File: src/rtl/conv_output_stage_pkg.sv
// Shared settings for the convolution output stage.
// Holds the default datapath sizing and the clog2 helper used to size
// the FIFO pointers.
package conv_output_stage_pkg;

  // Smallest n with 2**n >= value. Returns 0 for value <= 1.
  function automatic int unsigned clog2(input int unsigned value);
    int unsigned bits;
    bits = 0;
    while ((32'd1 << bits) < value) bits++;
    return bits;
  endfunction

  localparam int unsigned DATA_SIZE      = 16;
  localparam int unsigned EXTRA_BITS     = 4;
  localparam int unsigned FULL_SIZE      = 2 * DATA_SIZE + EXTRA_BITS;
  localparam int unsigned OUT_SHIFT      = 15;
  localparam int unsigned FIFO_DEPTH     = 4;
  localparam int unsigned FIFO_ADDR_SIZE = clog2(FIFO_DEPTH);

endpackage

File: src/rtl/conv_sync_fifo.sv
// Synchronous show-ahead FIFO.
// Ports:
//   clk, reset        rising-edge clock, synchronous active-high reset
//   wr_en, wr_data    write request; accepted when not full or when a read
//                     is accepted in the same cycle
//   rd_en             pop the head (ignored when empty)
//   rd_data           current head; zero while empty
//   full, empty       occupancy flags
// Pointers carry one extra MSB so full and empty are distinguishable
// when the address bits match.
module conv_sync_fifo #(
  parameter int unsigned WIDTH = 16,
  parameter int unsigned DEPTH = 4
) (
  input  logic             clk,
  input  logic             reset,
  input  logic             wr_en,
  input  logic [WIDTH-1:0] wr_data,
  input  logic             rd_en,
  output logic [WIDTH-1:0] rd_data,
  output logic             full,
  output logic             empty
);
  import conv_output_stage_pkg::clog2;

  localparam int unsigned     ADDR_SIZE = clog2(DEPTH);
  localparam logic [ADDR_SIZE:0] PTR_ONE = {{ADDR_SIZE{1'b0}}, 1'b1};

  logic [WIDTH-1:0]     mem [DEPTH];
  logic [ADDR_SIZE:0]   wr_ptr;
  logic [ADDR_SIZE:0]   rd_ptr;
  logic [ADDR_SIZE-1:0] wr_addr;
  logic [ADDR_SIZE-1:0] rd_addr;
  logic                 do_wr;
  logic                 do_rd;

  always_comb begin
    wr_addr = wr_ptr[ADDR_SIZE-1:0];
    rd_addr = rd_ptr[ADDR_SIZE-1:0];
    empty   = (wr_ptr == rd_ptr);
    full    = (wr_ptr[ADDR_SIZE] != rd_ptr[ADDR_SIZE]) && (wr_addr == rd_addr);
    do_rd   = rd_en && !empty;
    // A read in the same cycle frees the slot being written on a full FIFO.
    do_wr   = wr_en && (!full || do_rd);
    rd_data = empty ? '0 : mem[rd_addr];
  end

  always_ff @(posedge clk) begin
    if (reset) begin
      wr_ptr <= '0;
      rd_ptr <= '0;
    end else begin
      if (do_wr) wr_ptr <= wr_ptr + PTR_ONE;
      if (do_rd) rd_ptr <= rd_ptr + PTR_ONE;
    end
  end

  always_ff @(posedge clk) begin
    if (do_wr) mem[wr_addr] <= wr_data;
  end

endmodule

File: src/rtl/conv_output_stage.sv
// Output conditioning for the convolution adder tree: round-half-up,
// arithmetic shift, saturate to DATA_SIZE, then buffer in a small FIFO
// presented as a valid/ready stream. The input side never stalls; a
// sample arriving at a full FIFO with no read is dropped and flagged.
// Ports:
//   clk, reset          rising-edge clock, synchronous active-high reset
//   input_data          signed FULL_SIZE accumulator result
//   input_data_valid    input_data qualifies this cycle
//   output_data         signed DATA_SIZE sample at the FIFO head
//   output_data_valid   FIFO not empty
//   output_data_ready   consumer takes the head this cycle
//   sat_count           saturated-sample count, sticks at 0xFFFF
//   overflow_flag       sticky drop indicator, cleared only by reset
module conv_output_stage #(
  parameter int unsigned FULL_SIZE  = conv_output_stage_pkg::FULL_SIZE,
  parameter int unsigned DATA_SIZE  = conv_output_stage_pkg::DATA_SIZE,
  parameter int unsigned OUT_SHIFT  = conv_output_stage_pkg::OUT_SHIFT,
  parameter int unsigned FIFO_DEPTH = conv_output_stage_pkg::FIFO_DEPTH
) (
  input  logic                 clk,
  input  logic                 reset,
  input  logic [FULL_SIZE-1:0] input_data,
  input  logic                 input_data_valid,
  output logic [DATA_SIZE-1:0] output_data,
  output logic                 output_data_valid,
  input  logic                 output_data_ready,
  output logic [15:0]          sat_count,
  output logic                 overflow_flag
);

  localparam logic signed [FULL_SIZE:0] SUM_ONE   = {{FULL_SIZE{1'b0}}, 1'b1};
  localparam logic signed [FULL_SIZE:0] ROUND_ADD = SUM_ONE << (OUT_SHIFT - 1);
  localparam logic signed [FULL_SIZE:0] SAT_MAX   =
    {{(FULL_SIZE + 2 - DATA_SIZE){1'b0}}, {(DATA_SIZE - 1){1'b1}}};
  localparam logic signed [FULL_SIZE:0] SAT_MIN   =
    {{(FULL_SIZE + 2 - DATA_SIZE){1'b1}}, {(DATA_SIZE - 1){1'b0}}};
  localparam logic [DATA_SIZE-1:0] WORD_MAX = {1'b0, {(DATA_SIZE - 1){1'b1}}};
  localparam logic [DATA_SIZE-1:0] WORD_MIN = {1'b1, {(DATA_SIZE - 1){1'b0}}};

  logic                        s1_valid;
  logic signed [FULL_SIZE:0]   s1_sum;
  logic signed [FULL_SIZE:0]   shifted;
  logic                        sat_pos;
  logic                        sat_neg;
  logic                        s2_valid;
  logic                        s2_sat;
  logic [DATA_SIZE-1:0]        s2_data;
  logic                        fifo_full;
  logic                        fifo_empty;
  logic                        rd_fire;
  logic                        drop;

  // Stage 1: one extra bit of headroom so the rounding add cannot wrap.
  always_ff @(posedge clk) begin
    if (reset) begin
      s1_valid <= 1'b0;
      s1_sum   <= '0;
    end else begin
      s1_valid <= input_data_valid;
      s1_sum   <= $signed({input_data[FULL_SIZE-1], input_data}) + ROUND_ADD;
    end
  end

  always_comb begin
    shifted = s1_sum >>> OUT_SHIFT;
    sat_pos = shifted > SAT_MAX;
    sat_neg = shifted < SAT_MIN;
  end

  // Stage 2: clamp to the output range, keeping the saturation event.
  always_ff @(posedge clk) begin
    if (reset) begin
      s2_valid <= 1'b0;
      s2_sat   <= 1'b0;
      s2_data  <= '0;
    end else begin
      s2_valid <= s1_valid;
      s2_sat   <= sat_pos || sat_neg;
      if (sat_pos)      s2_data <= WORD_MAX;
      else if (sat_neg) s2_data <= WORD_MIN;
      else              s2_data <= shifted[DATA_SIZE-1:0];
    end
  end

  always_comb begin
    output_data_valid = !fifo_empty;
    rd_fire           = output_data_valid && output_data_ready;
    drop              = s2_valid && fifo_full && !rd_fire;
  end

  conv_sync_fifo #(
    .WIDTH (DATA_SIZE),
    .DEPTH (FIFO_DEPTH)
  ) u_fifo (
    .clk     (clk),
    .reset   (reset),
    .wr_en   (s2_valid),
    .wr_data (s2_data),
    .rd_en   (rd_fire),
    .rd_data (output_data),
    .full    (fifo_full),
    .empty   (fifo_empty)
  );

  // Saturations are counted whether or not the sample survives the FIFO.
  always_ff @(posedge clk) begin
    if (reset) begin
      sat_count     <= '0;
      overflow_flag <= 1'b0;
    end else begin
      if (s2_valid && s2_sat && (sat_count != 16'hFFFF))
        sat_count <= sat_count + 16'd1;
      if (drop)
        overflow_flag <= 1'b1;
    end
  end

endmodule

File: config.mk
export PLATFORM = sky130hd
export DESIGN_NAME = conv_output_stage
export DESIGN_NICKNAME = d
export VERILOG_FILES = /design/src/rtl/conv_output_stage_pkg.sv /design/src/rtl/conv_sync_fifo.sv /design/src/rtl/conv_output_stage.sv
export SDC_FILE = /design/constraint.sdc
export NUM_CORES = 1
export LEC_CHECK = 0
export CORE_ASPECT_RATIO = 0.6
export CORE_MARGIN = 2
export CORE_UTILIZATION = 51
export CTS_BUF_LIST = sky130_fd_sc_hd__clkbuf_8
export CTS_CLUSTER_DIAMETER = 100
export DETAILED_ROUTE_END_ITERATION = 6
export PLACE_DENSITY = 0.78
export SYNTH_ARGS = -nofsm -noshare
export SYNTH_HDL_FRONTEND = slang
export SYNTH_HIERARCHICAL = 1
export SYNTH_SLANG_ARGS = --single-unit
File: constraint.sdc
create_clock -name clk -period 3 [get_ports clk]
set_input_delay 0.6 -clock clk [delete_from_list [all_inputs] [get_ports clk]]
set_output_delay 0.6 -clock clk [all_outputs]
set_load 0.03 [all_outputs]
* After elaboration in Yosys (flattened, before gate mapping)
Memories as Yosys holds them, arrays and structs flattened. A register that Yosys moved wholly into a read port is not among the register bits.
Index checks and enable logic that the tools add are counted.
** Word-level totals
- Bits in writable memories :: 64
- Word-level logic and storage cells :: 42
- Memories :: 1
- ROM bits :: 0
- Output and inout bits :: 34
- Bits in registers :: 79
- Input bits :: 40
- Latch bits :: 0
** Memory list
- u_fifo.mem :: depth 4, bits a word 16, rd ports 1, clocked after memory_dff 1, write ports 1, RTL line conv_sync_fifo.sv:29 : logic [WIDTH-1:0] mem [DEPTH];
** Cells by class
- Equal/unequal tests :: 4
- $mul :: 0
- Multiplexer cells :: 7
- Reductions and logical operators :: 14
- Shift-type cells :: 0
- Divide/modulo/power cells :: 0
- Bitwise operators :: 0
- Order comparisons :: 2
- $add $sub $neg :: 4
** Operator list (count)
- adder 36 x 16 -> 37 bit, second input constant :: 1
- two-way mux 16 bit :: 2
- > comparator 22 x 16 -> 1 bit, second input constant :: 1
- less-than comparator 22 x 16 -> 1 bit, second input constant :: 1
- adder 16 x 1 -> 16 bit, second input constant :: 1
- != test 16 bit, second input constant :: 1
- two-way mux 15 bit :: 1
- logical AND 1 bit :: 8
- adder 3 x 1 -> 3 bit, second input constant :: 2
- two-way mux 2 bit :: 2
- equality test 3 bit :: 1
- zero test 1 bit :: 3
- equality test 2 bit :: 1
- logical OR 1 bit :: 2
- two-way mux 1 bit :: 2
- OR reduction 2 bit :: 1
- != test 1 bit :: 1

* Logic depth before layout (Yosys ltp)
Gate-level depths: netlist (run 1).
- Depth in word-level cells :: 8
- Gate-level depth with buffers :: 7

* By module
The synthesis (run 1) kept the hierarchy.
** By module, submodules not included
- conv_sync_fifo :: seq. area each 2082.0 um^2, cells each 155, area an instance 2915.3 um^2, instances 1
- conv_output_stage :: seq. area each 1161.1 um^2, cells each 286, area an instance 2418.6 um^2, instances 1

* Worst setup path before layout (run 1)
Ideal clock, no wire load.
- Path kind :: register -> register
- Start :: reg u_fifo.wr_ptr[0]
- End :: reg u_fifo.wr_ptr[2]
- Data required time :: 2.878 ns
- Setup time :: 0.122 ns
- Path slack :: 0.158 ns
- Period minus slack after synthesis :: 2.842 ns
- Stages on the path, launching flop included :: 8
- Arrival time :: 2.720 ns
- Path through :: dfxtp_1 xor2_1 nor3_2 clkbuf_1 nor2b_1 inv_1 a41oi_1 mux2_2
** On the way
- Cells in the longest elaborated chain, start to end :: 6
- Elaborated cells between the ends (all ways) :: 10
- Classes of those cells :: 1 x add/sub; 2 x eq/ne; 7 x reduce/logical
** Ends and longest elaborated chain
- start, declared :: RTL line conv_sync_fifo.sv:30 : logic [ADDR_SIZE:0] wr_ptr;
- start signal, assigned :: RTL line conv_sync_fifo.sv:53 : if (do_wr) wr_ptr <= wr_ptr + PTR_ONE;
- equality test 3 bit :: RTL line conv_sync_fifo.sv:40 : empty = (wr_ptr == rd_ptr);
- named net fifo_empty :: RTL line conv_output_stage.sv:49 : logic fifo_empty;
- zero test 1 bit :: RTL line conv_output_stage.sv:86 : output_data_valid = !fifo_empty;
- logical AND 1 bit :: RTL line conv_output_stage.sv:87 : rd_fire = output_data_valid && output_data_ready;
- named net rd_fire :: RTL line conv_output_stage.sv:50 : logic rd_fire;
- logical AND 1 bit :: RTL line conv_sync_fifo.sv:42 : do_rd = rd_en && !empty;
- logical OR 1 bit :: RTL line conv_sync_fifo.sv:44 : do_wr = wr_en && (!full || do_rd);
- logical AND 1 bit :: RTL line conv_sync_fifo.sv:44
The timed path passes the listed nets, and every way through them passes these cells.
A chain may end at the register's enable or synchronous reset.

* Worst setup path in the final report (run 1)
- Start :: reg u_fifo.rd_ptr[0]
- End :: out output_data_valid
** On the way
- Cells in the longest elaborated chain, start to end :: 2
** Ends and longest elaborated chain
- start, declared :: RTL line conv_sync_fifo.sv:31 : logic [ADDR_SIZE:0] rd_ptr;
- start signal, assigned :: RTL line conv_sync_fifo.sv:54 : if (do_rd) rd_ptr <= rd_ptr + PTR_ONE;
- equality test 3 bit :: RTL line conv_sync_fifo.sv:40
- named net fifo_empty :: RTL line conv_output_stage.sv:49
- zero test 1 bit :: RTL line conv_output_stage.sv:86
- end, declared :: RTL line conv_output_stage.sv:25 : output logic output_data_valid,
The timed path passes the listed nets, and every way through them passes these cells.

==> impl_metrics.env, run 1 <==
export IMPL_dp_hpwl_mm=7.15
export IMPL_timing_fmax_ghz=0.354
export IMPL_fp_coreArea_sq_mm=0.0100
export IMPL_grt_first_pass_wirelength_mm=17.2
export IMPL_beginning_of_the_worst_hold_path="s1_valid"
export IMPL_drtAntennaViolNets=0
export IMPL_hp_class="reg2reg"
export IMPL_via_count=3566
export IMPL_global_route_congestion_overflow_total=0
export IMPL_clock_skew_final_ns=0.0125
export IMPL_cts_setup_buffers=0
export IMPL_hold_buffers=0
export IMPL_crit_fanout=17
export IMPL_relative_slew_slack_pct=27.9
export IMPL_regToRegSetupSlack_ns=0.39
export IMPL_cts_num_sinks=130
export IMPL_worst_skew_pair_late_latency_ns=0.43
export IMPL_num_cts_buffers=17
export IMPL_design_area_sq_mm=0.00653
export IMPL_syn_mean_instance_area_sq_um=12.1
export IMPL_synth_top_flop_cell="sky130_fd_sc_hd__dfxtp_1"
export IMPL_place_area_sq_mm=0.00610
export IMPL_hold_path_end="s2_valid"
export IMPL_postLayoutCoreUtil_pct=65.1
export IMPL_drt_total_wl_mm=10.5
export IMPL_timing_rr_start="u_fifo/rd_ptr[0]"
export IMPL_start_util_pct=53.2
export IMPL_final_setup_tns_ns=0
export IMPL_slew_violations=0
export IMPL_crit_arrival_ns=2.23
export IMPL_gr_usage_all_layers_pct=19.5
export IMPL_netlist_cell_type_count=52
export IMPL_maximum_number_of_pins_on_one_net_before_global_route_repair=43
export IMPL_async_reset_ff_share_pct=0
export IMPL_wl_per_cell_um=15.9
export IMPL_yosysSeqAreaShare_pct=60.8
export IMPL_leakagePower_nw=2.46
export IMPL_synth_area_sq_mm=0.00533
export IMPL_placer_s_final_routability_congestion_estimate=0.855
export IMPL_fin_hold_ws_ns=0.434
export IMPL_clock_pin_slew_on_the_worst_setup_and_hold_paths_ns=0.08
export IMPL_share_of_the_cycle_needed_by_the_critical_path_after_routing_pct=94.2
export IMPL_detail_route_first_pass_iterations=5
export IMPL_io_pin_count=74
export IMPL_layout_filler_cells=760
export IMPL_first_drt_iteration_drcs=206
export IMPL_number_of_diodes_added_for_antenna_fixing=0
export IMPL_critPathRequiredTime_ns=2.40
export IMPL_synth_instances=441
export IMPL_syn_to_final_growth_pct=22.3
export IMPL_die_span_in_y_um=83.2
export IMPL_rows=28
export IMPL_setup_repair_after_global_routing_missed_its_margin="false"
export IMPL_critical_path_class="reg2out"
export IMPL_setup_violations_final=0
export IMPL_worst_path_largest_cell_delay_ns=0.65
export IMPL_reg2reg_depth=5
export IMPL_regToRegEndpoint="u_fifo/mem[0][15]"
export IMPL_viasPerCell=5.40
export IMPL_detail_route_drc_violations=0
export IMPL_numPortBuffers=59
export IMPL_outcome="complete, no violations"
export IMPL_worst_pin_slew_ns=1.08
export IMPL_timing_final_hold_violations=0
export IMPL_yosysWarningCount=6
export IMPL_syn_num_nets=488
export IMPL_cp_cell_sequence="xor2_1 > nor3_2 > buf_4 > inv_1 > clkdlybuf4s50_1"
export IMPL_final_net_count=559
export IMPL_share_of_post_route_cells_with_drive_strength_above_1_pct=14.3
export IMPL_clock_period_minus_worst_slack_ns=2.83
export IMPL_tritoncts="built"
export IMPL_drv_max_cap_violation_count=0
export IMPL_ys_ff_latch=130
export IMPL_startpoint_type="register"
export IMPL_cell_with_the_largest_stage_delay_on_the_worst_path="sky130_fd_sc_hd__clkdlybuf4s50_1"
export IMPL_vdd_ir_drop_max_mv=0.303
export IMPL_grt_pass1_vias=3442
export IMPL_min_delay_path_depth=1
export IMPL_clockBufferDepth=2
export IMPL_die_area_sq_mm=0.0113
export IMPL_number_of_flops_mapped_to_enable_cells_by_yosys=64
export IMPL_cts_root_buffer="sky130_fd_sc_hd__clkbuf_8"
export IMPL_h_tree_levels=4
export IMPL_antenna_found_initial=0
export IMPL_chipWidth_um=136
export IMPL_powerDensity_mw_per_mm2=576
export IMPL_end_kind="output pin"
-- metrics by stage --
stage	setup slack [ns]	power, mW	instances
3_3_place_gp	0.254	2.34	628
3_5_place_dp	0.197	2.35	628
2_1_floorplan	0.158	2.20	441
5_1_grt	0.0739	3.90	660
4_1_cts	0.00347	3.80	660
6_report	0.173	3.76	660
-- critical path: cells and delay by family, from the launching register on --
kind	cells	cell delay, ns
and+or+nand+nor	1	0.11
xor gates and xnor gates	1	0.31
DFF	1	0.44
buffers and inverters	3	0.93
-- cell usage after synthesis (9+ instances only) --
library cell / n / area share (%)
sky130_fd_sc_hd__o21ai_0: 13 / 1.2
sky130_fd_sc_hd__inv_1: 13 / 0.91
sky130_fd_sc_hd__nor2_1: 58 / 4.1
sky130_fd_sc_hd__nor2b_1: 27 / 3.2
sky130_fd_sc_hd__dfxtp_1: 66 / 25
sky130_fd_sc_hd__nand2_1: 24 / 1.7
sky130_fd_sc_hd__edfxtp_1: 64 / 36
sky130_fd_sc_hd__clkbuf_1: 10 / 0.70
sky130_fd_sc_hd__mux4_2: 16 / 6.8
sky130_fd_sc_hd__nor4_1: 10 / 1.2
sky130_fd_sc_hd__xnor2_1: 9 / 1.5
sky130_fd_sc_hd__a21oi_1: 19 / 1.8
sky130_fd_sc_hd__nand3_1: 13 / 1.2
sky130_fd_sc_hd__or3_1: 10 / 1.2
sky130_fd_sc_hd__nor3_1: 9 / 0.84
-- per-layer routing --
metal,vias to the layer above,share of wire [%],GRT usage [%]
met5,-,0,0
met4,0,0.038,5.78
met3,2,5.2,5.31
met2,106,45,29.0
met1,1698,50,28.1
li1,1760,-,-
-- layout make-up --
| class | count | area, sq um | share of cell area, % |
|---|---|---|---|
| clock buffer | 17 | 234 | 3.59 |
| clock inverter | 15 | 161 | 2.47 |
| inverter | 13 | 48.8 | 0.748 |
| multi-input combinational | 282 | 1970 | 30.2 |
| sequential | 130 | 3240 | 49.7 |
| tap | 135 | 169 | 2.59 |
| timing repair buffer | 68 | 694 | 10.6 |
-- where the power goes --
part	internal [mW]	switching [mW]	leakage, nW
logic	0.147	0.200	1.14
clock network	0.697	0.757	0.194
registers	1.92	0.0358	1.13
-- cell families (layout without fill, tap and decap cells) --
group           Yosys count  after routing  share of synthesized area [%]
buf+inv                  29            113                           2.20
simple gates            183            183                           18.0
flops                   130            130                           60.8
mux                      26             26                           8.89
compound gates           49             49                           5.65
fa+ha+maj                 7              7                           1.64
xor+xnor                 17             17                           2.79
-- state kept, by name, indices dropped and copies added (netlist names), named ones only --
signal         flops
overflow_flag      1
sat_count         16
s2_data           16
s1_sum            22
s2_sat             1
s1_valid           1
u_fifo/wr_ptr      3
s2_valid           1
u_fifo/mem        64
u_fifo/rd_ptr      3
-- timing repair --
action / 4_1_cts / 5_1_grt
resized for setup: 3 / 14
endpoints found under the hold margin: 0 / 0
pin swaps: 0 / 0
setup endpoints to repair: 3 / 14
-- how the worst max path moves through the flow --
stage	slack, ns	end	start	cells after the start
6_report	0.17	output_data_valid	u_fifo/rd_ptr[0]	5
5_1_grt	0.07	output_data_valid	u_fifo/rd_ptr[0]	5
4_1_cts	0.003	output_data[7]	u_fifo/wr_ptr[0]	5
3_5_place_dp	0.20	s1_sum[30]	input_data[15]	6
3_3_place_gp	0.25	s1_sum[34]	input_data[15]	6
2_1_floorplan	0.16	u_fifo/wr_ptr[2]	u_fifo/wr_ptr[0]	7
-- cell usage in the layout (no fill, tap or decap), types with 10 or more instances in the layout --
cell type                         count
sky130_fd_sc_hd__nor2_1              58
sky130_fd_sc_hd__or3_1               10
sky130_fd_sc_hd__dfxtp_1             65
sky130_fd_sc_hd__edfxtp_1            64
sky130_fd_sc_hd__o21ai_0             13
sky130_fd_sc_hd__dlymetal6s2s_1      13
sky130_fd_sc_hd__inv_1               13
sky130_fd_sc_hd__clkdlybuf4s50_1     42
sky130_fd_sc_hd__nor4_1              10
sky130_fd_sc_hd__nor2b_1             27
sky130_fd_sc_hd__mux4_2              16
sky130_fd_sc_hd__clkbuf_8            17
sky130_fd_sc_hd__a21oi_1             19
sky130_fd_sc_hd__nand3_1             13
sky130_fd_sc_hd__nand2_1             24
Note: power is estimated with default switching activity, not from simulation.
==> inputs of run 2 (changes only) <==
--- a/config.mk
+++ b/config.mk
@@ -7,11 +7,11 @@
 export LEC_CHECK = 0
 export CORE_ASPECT_RATIO = 0.6
 export CORE_MARGIN = 2
-export CORE_UTILIZATION = 51
+export CORE_UTILIZATION = 52
 export CTS_BUF_LIST = sky130_fd_sc_hd__clkbuf_8
 export CTS_CLUSTER_DIAMETER = 100
 export DETAILED_ROUTE_END_ITERATION = 6
-export PLACE_DENSITY = 0.78
+export PLACE_DENSITY = 0.76
 export SYNTH_ARGS = -nofsm -noshare
 export SYNTH_HDL_FRONTEND = slang
 export SYNTH_HIERARCHICAL = 1
==> constraint.sdc (replaced) <==
create_clock -name clk -period 3.4 [get_ports clk]
set_input_delay 0.68 -clock clk [delete_from_list [all_inputs] [get_ports clk]]
set_output_delay 0.68 -clock clk [all_outputs]
set_load 0.03 [all_outputs]
==> run 2 against run 1 <==
  * Sequential power down 12%
  * Largest cell class unchanged
  * Power down 14%
  * Core utilization up 0.16 points
  * Critical path depth down 1
  * Sequential share of layout area up 0.38 points
  * Via count up 0.25%
  * First-iteration DRC count up 29%
  * Combinational power down 7.5%
  * Critical path type unchanged
  * Non-clock buffer count up 1
==> impl_metrics.env, run 2 (synthesis results as in run 1) <==
export IMPL_outcome="complete, no violations"
export IMPL_cts_root_buffer="sky130_fd_sc_hd__clkbuf_8"
export IMPL_number_of_diodes_added_for_antenna_fixing=0
export IMPL_global_route_congestion_overflow_total=0
export IMPL_end_kind="output pin"
export IMPL_leakagePower_nw=2.23
export IMPL_maximum_number_of_pins_on_one_net_before_global_route_repair=43
export IMPL_placer_s_final_routability_congestion_estimate=0.824
export IMPL_die_area_sq_mm=0.0111
export IMPL_wl_per_cell_um=15.2
export IMPL_first_drt_iteration_drcs=265
export IMPL_chipWidth_um=135
export IMPL_timing_fmax_ghz=0.328
export IMPL_max_reg_flops=64
export IMPL_largest_register="u_fifo/mem"
export IMPL_hp_class="reg2reg"
export IMPL_worst_skew_pair_late_latency_ns=0.42
export IMPL_detail_route_first_pass_iterations=4
export IMPL_drv_max_cap_violation_count=0
export IMPL_dp_hpwl_mm=7.02
export IMPL_viasPerCell=5.42
export IMPL_antenna_found_initial=0
export IMPL_clockBufferDepth=2
export IMPL_layout_commonest_cell="sky130_fd_sc_hd__dfxtp_1"
export IMPL_mostFrequentLayoutCells="66 x sky130_fd_sc_hd__dfxtp_1, 64 x sky130_fd_sc_hd__edfxtp_1, 58 x sky130_fd_sc_hd__nor2_1, 58 x sky130_fd_sc_hd__clkdlybuf4s50_1, 27 x sky130_fd_sc_hd__nor2b_1"
export IMPL_num_cts_buffers=17
export IMPL_footprint_of_the_multi_input_gates_sq_mm=0.00198
export IMPL_numPortBuffers=59
export IMPL_ff_latch_area_sq_mm=0.00324
export IMPL_hold_buffers=0
export IMPL_place_ws_ns=0.143
export IMPL_critPathRequiredTime_ns=2.72
export IMPL_relative_slew_slack_pct=30.5
export IMPL_worst_pin_slew_ns=1.04
export IMPL_final_setup_tns_ns=0
export IMPL_grt_first_pass_wirelength_mm=16.3
export IMPL_powerDensity_mw_per_mm2=498
export IMPL_critical_path_class="reg2out"
export IMPL_clock_skew_final_ns=0.0105
export IMPL_io_pin_count=74
export IMPL_fin_hold_ws_ns=0.439
export IMPL_reg_top3="u_fifo/mem: 64 flops, s1_sum: 22 flops"
export IMPL_crit_fanout=16
export IMPL_setup_repair_after_global_routing_missed_its_margin="false"
export IMPL_crit_arrival_ns=2.37
export IMPL_slew_violations=0
export IMPL_setup_violations_final=0
export IMPL_final_net_count=560
export IMPL_gr_usage_all_layers_pct=19.6
export IMPL_rows=28
export IMPL_fp_coreArea_sq_mm=0.00991
export IMPL_post_place_cells=628
export IMPL_timing_final_hold_violations=0
export IMPL_layout_filler_cells=740
export IMPL_drt_total_wl_mm=10.0
export IMPL_power_mw=3.22
export IMPL_drtAntennaViolNets=0
export IMPL_detail_route_drc_violations=0
export IMPL_fin_cells=660
export IMPL_h_tree_levels=4
export IMPL_clock_pin_slew_on_the_worst_setup_and_hold_paths_ns=0.07
export IMPL_share_of_the_cycle_needed_by_the_critical_path_after_routing_pct=89.6
export IMPL_startpoint_type="register"
export IMPL_syn_to_final_growth_pct=21.3
export IMPL_cts_num_sinks=130
export IMPL_share_of_post_route_cells_with_drive_strength_above_1_pct=13.7
export IMPL_timing_final_ws_setup_ns=0.354
export IMPL_tritoncts="built"
export IMPL_die_span_in_y_um=82.5
export IMPL_via_count=3575
export IMPL_clock_period_minus_worst_slack_ns=3.05
export IMPL_vdd_ir_drop_max_mv=0.266
export IMPL_grt_pass1_vias=3263
export IMPL_start_util_pct=53.8
-- run 2: cell count changes in the layout (fill, tap and decap cells not counted), sizes merged --
| cell | before | now |
|---|---|---|
| clkdlybuf4s50 | 42 | 58 |
| dlymetal6s2s | 13 | 0 |
| inv | 24 | 15 |
| clkinv | 0 | 7 |
| dlygate4sd2 | 3 | 0 |
| buf | 10 | 11 |
| bufinv | 1 | 2 |
-- run 2: worst max-delay path, cell delays in order, from the launching register on --
cell,delay (ns)
sky130_fd_sc_hd__dfxtp_1,0.32
sky130_fd_sc_hd__buf_4,0.31
sky130_fd_sc_hd__mux4_2,0.58
sky130_fd_sc_hd__nor2b_1,0.15
sky130_fd_sc_hd__clkdlybuf4s50_1,0.58
-- run 2: worst paths after layout --
kind / startpoint / to / slack [ns] / depth (start not counted)
max: register / output_data[4] / 0.35 / 4
max reg2reg: u_fifo/wr_ptr[0] / u_fifo/mem[1][6] / 0.83 / 7
min reg2reg: s1_valid / s2_valid / 0.44 / 1
min: s1_valid / s2_valid / 0.44 / 1
-- run 2: power breakdown --
part / internal, mW / total, mW / switching (mW)
Combinational: 0.143 / 0.322 / 0.179
Clock: 0.630 / 1.18 / 0.545
Sequential: 1.70 / 1.73 / 0.0308
-- run 2: cell type report --
type	count	share of cell area [%]
timing repair buffer	69	10.4
multi-input combinational	282	30.6
clock inverter	14	1.93
clock buffer	17	3.61
inverter	13	0.754
sequential	130	50.1
tap	135	2.61
-- run 2: metal layers --
metal	routed length, um	GRT usage (%)	vias up
met4	90	5.37	0
li1	-	-	1757
met1	4880	27.9	1696
met5	0	0	-
met2	4400	29.1	112
met3	685	6.53	10
-- run 2: metrics by stage --
step,util [%],cell area [sq um]
2_1_floorplan,-,5330
3_3_place_gp,61.4,6090
3_5_place_dp,61.4,6090
4_1_cts,65.1,6450
5_1_grt,65.3,6470
6_report,65.3,6470
-- run 2: repair_timing --
item,CTS,global route
gates resized for setup,1,0
setup buffers,0,1
setup endpoints to repair,17,4
pin swaps,0,1
